--- src/rtl/fifo_flex.sv ---
`default_nettype none
// ============================================================================
// Module      : fifo_flex
// Description : Single-clock synchronous FIFO of arbitrary depth.
//               The pointers wrap explicitly, so FIFO_DEPTH does not have to
//               be a power of two. The FIFO reports its occupancy and has
//               programmable almost-full and almost-empty flags. Overflow and
//               underflow are sticky error flags. The FIFO has a synchronous
//               flush. The read side works in one of two modes:
//               registered read, or first-word-fall-through.
//
// Ports       : clk          - clock, rising edge
//               rst_n        - asynchronous active-low reset
//               clr          - synchronous flush, active-high, highest priority
//               wr_en, din   - write request and write data
//               rd_en        - read request (FWFT=1: pop of the head word)
//               dout         - read data
//               dout_valid   - dout holds valid data
//               full, empty  - level == FIFO_DEPTH / level == 0
//               almost_full  - level >= AF_THRESH
//               almost_empty - level <= AE_THRESH
//               level        - current occupancy
//               overflow     - sticky: a write was rejected
//               underflow    - sticky: a read was rejected
//
// Revision    : 1.0 - initial release
// ============================================================================
module fifo_flex #(
    parameter int DATA_WIDTH = 8,
    parameter int FIFO_DEPTH = 16,
    parameter int AF_THRESH  = 12,
    parameter int AE_THRESH  = 4,
    parameter int FWFT       = 0
) (
    input  logic                            clk,
    input  logic                            rst_n,
    input  logic                            clr,
    input  logic                            wr_en,
    input  logic [DATA_WIDTH-1:0]           din,
    input  logic                            rd_en,
    output logic [DATA_WIDTH-1:0]           dout,
    output logic                            dout_valid,
    output logic                            full,
    output logic                            empty,
    output logic                            almost_full,
    output logic                            almost_empty,
    output logic [$clog2(FIFO_DEPTH+1)-1:0] level,
    output logic                            overflow,
    output logic                            underflow
);

    // ------------------------------------------------------------------------
    // Derived constants
    // ------------------------------------------------------------------------
    localparam int c_PTR_W = (FIFO_DEPTH > 2) ? $clog2(FIFO_DEPTH) : 1;
    localparam int c_LVL_W = $clog2(FIFO_DEPTH + 1);

    localparam logic [c_PTR_W-1:0] c_PTR_LAST = c_PTR_W'(FIFO_DEPTH - 1);
    localparam logic [c_LVL_W-1:0] c_LVL_MAX  = c_LVL_W'(FIFO_DEPTH);
    localparam logic [c_LVL_W-1:0] c_AF_LVL   = c_LVL_W'(AF_THRESH);
    localparam logic [c_LVL_W-1:0] c_AE_LVL   = c_LVL_W'(AE_THRESH);
    localparam logic [c_LVL_W-1:0] c_LVL_ONE  = c_LVL_W'(1);
    localparam logic [c_PTR_W-1:0] c_PTR_ONE  = c_PTR_W'(1);

    // ------------------------------------------------------------------------
    // Elaboration-time parameter checks
    // ------------------------------------------------------------------------
    if (FIFO_DEPTH < 2) begin : g_chk_depth
        $error("fifo_flex: FIFO_DEPTH must be >= 2");
    end
    if ((AF_THRESH < 1) || (AF_THRESH > FIFO_DEPTH)) begin : g_chk_af
        $error("fifo_flex: AF_THRESH must be in 1..FIFO_DEPTH");
    end
    if ((AE_THRESH < 0) || (AE_THRESH > FIFO_DEPTH - 1)) begin : g_chk_ae
        $error("fifo_flex: AE_THRESH must be in 0..FIFO_DEPTH-1");
    end
    if (DATA_WIDTH < 1) begin : g_chk_width
        $error("fifo_flex: DATA_WIDTH must be >= 1");
    end

    // ------------------------------------------------------------------------
    // Storage and state
    // ------------------------------------------------------------------------
    logic [DATA_WIDTH-1:0] r_mem [FIFO_DEPTH];
    logic [c_PTR_W-1:0]    r_wr_ptr;
    logic [c_PTR_W-1:0]    r_rd_ptr;
    logic [c_LVL_W-1:0]    r_level;
    logic                  r_overflow;
    logic                  r_underflow;

    logic                  w_full;
    logic                  w_empty;
    logic                  w_wa;
    logic                  w_ra;
    logic [c_PTR_W-1:0]    w_wr_ptr_nxt;
    logic [c_PTR_W-1:0]    w_rd_ptr_nxt;
    logic [c_LVL_W-1:0]    w_level_nxt;

    // Status is decoded straight from the registered level. The flags then
    // follow the level on the same edge with no extra register stage.
    assign w_full       = (r_level == c_LVL_MAX);
    assign w_empty      = (r_level == '0);
    assign full         = w_full;
    assign empty        = w_empty;
    assign almost_full  = (r_level >= c_AF_LVL);
    assign almost_empty = (r_level <= c_AE_LVL);
    assign level        = r_level;
    assign overflow     = r_overflow;
    assign underflow    = r_underflow;

    // A flush cancels every access in its cycle. So the accepted-access
    // terms are gated with clr. Memory, pointers and dout then all see one
    // consistent view.
    assign w_wa = wr_en && !w_full  && !clr;
    assign w_ra = rd_en && !w_empty && !clr;

    // Explicit wrap at FIFO_DEPTH-1. This keeps the arithmetic correct for
    // depths that are not a power of two.
    assign w_wr_ptr_nxt = (r_wr_ptr == c_PTR_LAST) ? '0 : (r_wr_ptr + c_PTR_ONE);
    assign w_rd_ptr_nxt = (r_rd_ptr == c_PTR_LAST) ? '0 : (r_rd_ptr + c_PTR_ONE);

    always_comb begin
        w_level_nxt = r_level;
        case ({w_wa, w_ra})
            2'b10:   w_level_nxt = r_level + c_LVL_ONE;
            2'b01:   w_level_nxt = r_level - c_LVL_ONE;
            default: w_level_nxt = r_level;   // both or neither: no change
        endcase
    end

    // ------------------------------------------------------------------------
    // Memory array. There is no reset, so it maps onto plain RAM.
    // ------------------------------------------------------------------------
    always_ff @(posedge clk) begin
        if (w_wa) begin
            r_mem[r_wr_ptr] <= din;
        end
    end

    // ------------------------------------------------------------------------
    // Pointers, level and sticky error flags
    // ------------------------------------------------------------------------
    always_ff @(posedge clk or negedge rst_n) begin
        if (!rst_n) begin
            r_wr_ptr    <= '0;
            r_rd_ptr    <= '0;
            r_level     <= '0;
            r_overflow  <= 1'b0;
            r_underflow <= 1'b0;
        end else if (clr) begin
            r_wr_ptr    <= '0;
            r_rd_ptr    <= '0;
            r_level     <= '0;
            r_overflow  <= 1'b0;
            r_underflow <= 1'b0;
        end else begin
            if (w_wa) begin
                r_wr_ptr <= w_wr_ptr_nxt;
            end
            if (w_ra) begin
                r_rd_ptr <= w_rd_ptr_nxt;
            end
            r_level <= w_level_nxt;
            // A write to a full FIFO is rejected even if a read frees a
            // slot on the same edge. The write is still counted as overflow.
            if (wr_en && w_full) begin
                r_overflow <= 1'b1;
            end
            if (rd_en && w_empty) begin
                r_underflow <= 1'b1;
            end
        end
    end

    // ------------------------------------------------------------------------
    // Read port
    // ------------------------------------------------------------------------
    if (FWFT == 0) begin : g_reg_read
        logic [DATA_WIDTH-1:0] r_dout;
        logic                  r_dout_valid;

        // dout keeps its last value between reads and across a flush. Only
        // dout_valid marks the single cycle in which the word is new.
        always_ff @(posedge clk or negedge rst_n) begin
            if (!rst_n) begin
                r_dout       <= '0;
                r_dout_valid <= 1'b0;
            end else begin
                r_dout_valid <= w_ra;
                if (w_ra) begin
                    r_dout <= r_mem[r_rd_ptr];
                end
            end
        end

        assign dout       = r_dout;
        assign dout_valid = r_dout_valid;
    end else begin : g_fwft
        // The head word is presented combinationally. While the FIFO is
        // empty the output is forced to zero. This keeps stale or
        // uninitialised RAM contents off dout, most visibly right after
        // reset.
        assign dout       = w_empty ? '0 : r_mem[r_rd_ptr];
        assign dout_valid = !w_empty;
    end

endmodule
`default_nettype wire

--- config.mk ---
export PLATFORM = sky130hd
export DESIGN_NAME = fifo_flex
export DESIGN_NICKNAME = d
export VERILOG_FILES = /design/src/rtl/fifo_flex.sv
export SDC_FILE = /design/constraint.sdc
export NUM_CORES = 1
export LEC_CHECK = 0
export BUFFER_PORTS_ARGS = -buffer_cell sky130_fd_sc_hd__buf_4
export CORE_UTILIZATION = 45
export CTS_BUF_LIST = sky130_fd_sc_hd__clkbuf_4
export DETAILED_ROUTE_END_ITERATION = 6
export GPL_ROUTABILITY_DRIVEN = 0
export PLACE_DENSITY = 0.61
export SLEW_MARGIN = 0
export SYNTH_ARGS = -nofsm -noshare
export SYNTH_HDL_FRONTEND = slang
export SYNTH_SLANG_ARGS = --single-unit
--- constraint.sdc ---
create_clock -name clk -period 8.4 [get_ports clk]
set_input_delay 0.84 -clock clk [delete_from_list [all_inputs] [get_ports clk]]
set_output_delay 0.84 -clock clk [all_outputs]
set_load 0.02 [all_outputs]
==> flow_summary_export.csv <==
group,metric,value,unit
run_status,outcome,"complete, no violations",
route,viasPerCell,5.539,
timing,slew_viol_final,0,
cts,htreeDepth,4,
global_routing,grt-ovfl-total,0,
final_layout,design_area,6970,um2
global_routing,grt_pass1_wl,19.78,mm
setup_path,path_max_fanout,11,
power,p_leak,2.333,nW
setup_path,arrival,3.15,ns
yosys,synthesis.nets,394,
route,wirelength,12.80,mm
cts,cts_sinks,152,
yosys,ys.flop_type,"edfxtp_1",
yosys,synthCells,374,
cts,clk_pin_slew_worst_paths,0.12,ns
global_routing,grt_usage,0.1942,
setup_path,cp_cell_sequence,"nor4_2, a21boi_1, and2_1, nand2_1, nor3_1",
floorplanning,die_y,120.5,um
timing,hold_viol_final,0,
timing,relSlewSlack,0.2400,
yosys,synth_top_cell_by_area,"edfxtp_1",
global_routing,grt_pass1_vias,3332,
cts,clkLatencyLatePin,0.53,ns
yosys,avgSynthCellArea,16.88,um2
cts,holdBufCountCts,0,
power,p_per_area,264.2,nW/um2
cts,post_cts_buffers,0,
final_layout,nets,424,
yosys,yosys_warnings,0,
cts,cts_tree,"yes",
global_routing,grt_start_max_net_pins,31,
yosys,yosysSeqAreaShare,0.7039,
cts,ctsRootBufferMaster,"clkbuf_4",
placed_design,dp_hpwl,8.344,mm
timing,tightest_slew,1.131,ns
yosys,async_reset_ff_frac,0.1579,
floorplanning,fp-row-count,42,
setup_path,critPathKind,"reg -> reg",
placed_design,placed_area,6681,um2
route,top_layer,"met4",
route,vias,3290,
min_path,min_path_type,"in -> async",
route,post_drt_wl_per_cell,21.55,um
route,dr_wl_met2,6.409,mm
setup_path,worstSetupStartpointType,"register",
yosys,synth_area,6314,um2
setup_path,required,8.55,ns
timing,finalSetupViolations,0,
floorplanning,ioPinCount,33,
setup_path,endpoint_kind,"register",
cts,cts_resized,0,
route,drc,0,
route,wl_met3,742,um
timing,setup_tns,0,ns
route,wl_met1,5.455,mm
placed_design,io_buffers,32,
yosys,yosysTopAreaCellShare,0.6088,
setup_path,cp_slowest_stage_delay,0.88,ns
cts,clockBufferDepth,2,
timing,finClkSkew,0.02458,ns
timing,rsz0062_at_grt,"false",
floorplanning,coreArea,13450,um2
timing,max_freq,0.3339,GHz
yosys,ys_ff_latch,152,
power,vdd_drop_max,0.1371,mV
final_layout,area_growth,10.40,%
final_layout,drive_above_1_share,0.2758,
floorplanning,start_util,0.4693,
timing,min_period_over_period,0.3565,
route,drt_iter0_drc,248,
global_routing,antenna_found_initial,1,
route,ant_nets,0,
floorplanning,die_area,14510,um2
timing,final.min_clock_period,2.994,ns
flow_run,cap_violations,0,
route,drt_pre_antenna_iters,5,
final_layout,fin_util,0.5181,
yosys,synth-edff-count,128,
setup_path,crit_slowest_cell,"nor3_1",
floorplanning,dieWidth,120.5,um
yosys,synth.area.top_cells,"edfxtp_1 61%, mux4_2 11%, dfrtp_1 9.5%, mux2_2 2.9%, nor2_1 2.8%",
cts,cts_made_buffers,17,
timing,fin_hold_ws,0.1943,ns
yosys,yosys.cell_types.count,44,
==> routing by layer <==
layer,GRT usage,vias up
met1,0.2594,1682
met4,0.07099,0
li1,-,1518
met5,0,-
met2,0.3082,78
met3,0.05047,12
==> sequential cells by signal, summed over array words and instances (netlist names) <==
signal      cells
r_mem         128
dout            8
level           5
r_rd_ptr        4
r_wr_ptr        4
dout_valid      1
overflow        1
underflow       1
==> power by group <==
group | internal [mW] | switching (mW)
clock | 0.216 | 0.244
sequential | 0.855 | 0.0570
combinational | 0.231 | 0.240
==> synth_stat cells (all sizes together) (2+ instances only) <==
cell type / n
a211oi: 2
a21boi: 2
a21o: 2
a21oi: 12
a22oi: 2
a31oi: 3
and2: 3
buf: 11
clkbuf: 12
dfrtp: 24
edfxtp: 128
ha: 7
inv: 3
mux2: 17
mux4: 32
nand2: 17
nand2b: 4
nand3: 2
nor2: 47
nor2b: 3
nor3: 6
nor4: 2
o21a: 3
o21ai: 4
o22ai: 9
or3: 2
xnor2: 3
xor2: 3
==> critical path: cells and delay by family, from the launching register on <==
| kind | cells | cell delay, ns |
|---|---|---|
| compound gates | 1 | 0.62 |
| flops | 1 | 0.57 |
| simple gates | 4 | 1.44 |
==> worst paths after layout <==
| kind | start | end | slack [ns] | depth (start not counted) |
|---|---|---|---|---|
| min in group clk | underflow | underflow | 0.51 | 1 |
| max in group asynchronous | rst_n | r_rd_ptr[0] | 7.91 | 1 |
| setup reg to reg | level[2] | r_mem[0][1] | 5.41 | 5 |
| hold reg to reg | underflow | underflow | 0.51 | 1 |
| setup / recovery | level[2] | r_mem[0][1] | 5.41 | 5 |
| hold / removal | rst_n | dout[3] | 0.19 | 1 |
==> layout make-up <==
class                      instances  area, um2
clock inverter                    11      128.9
antenna                            1      2.502
multi-input combinational        196       1749
tap                              176      220.2
inverter                           3      11.26
fill                            1129       6482
clock buffer                      21      157.7
sequential                       152       4446
timing repair buffer              34      255.2
==> layout by cell type (no fill, tap or decap), types with 2 or more instances in the layout <==
cell type | synthesis | final
a211oi_1 | 2 | 2
a21o_1 | 2 | 2
a21oi_1 | 12 | 12
a22oi_1 | 2 | 2
a31oi_1 | 3 | 3
and2_1 | 3 | 3
buf_4 | 0 | 34
bufinv_16 | 0 | 3
clkbuf_4 | 0 | 21
clkinv_1 | 0 | 4
clkinv_2 | 0 | 3
dfrtp_1 | 24 | 23
edfxtp_1 | 128 | 128
ha_1 | 7 | 7
inv_1 | 3 | 3
mux2_2 | 16 | 16
mux4_2 | 32 | 32
nand2_1 | 17 | 17
nand2b_1 | 4 | 4
nand3_1 | 2 | 2
nor2_1 | 47 | 47
nor2b_1 | 3 | 3
nor3_1 | 6 | 6
o21a_1 | 3 | 3
o21ai_0 | 2 | 2
o22ai_1 | 9 | 9
or3_1 | 2 | 2
xnor2_1 | 3 | 3
xor2_1 | 3 | 3
==> per-stage QoR <==
step,instances,setup WS [ns],total power [mW]
after floorplan,374,5.538,1.261
after global placement,561,5.110,1.402
after detailed placement,561,5.051,1.405
after CTS,593,5.374,1.863
after global routing,594,5.155,1.934
final,594,5.406,1.842
==> kinds of logic (layout without fill, tap and decap cells) <==
family / count (synthesis) / count (layout) / synth area share
xor+xnor: 6 / 6 / 0.008325
flops: 152 / 152 / 0.7039
other cells: 0 / 1 / 0
compound gates: 45 / 45 / 0.04717
mux: 49 / 49 / 0.1445
fa+ha+maj: 7 / 7 / 0.01387
simple gates: 89 / 89 / 0.06322
buf+inv: 26 / 69 / 0.01902
(Power assumes the default switching activity.)
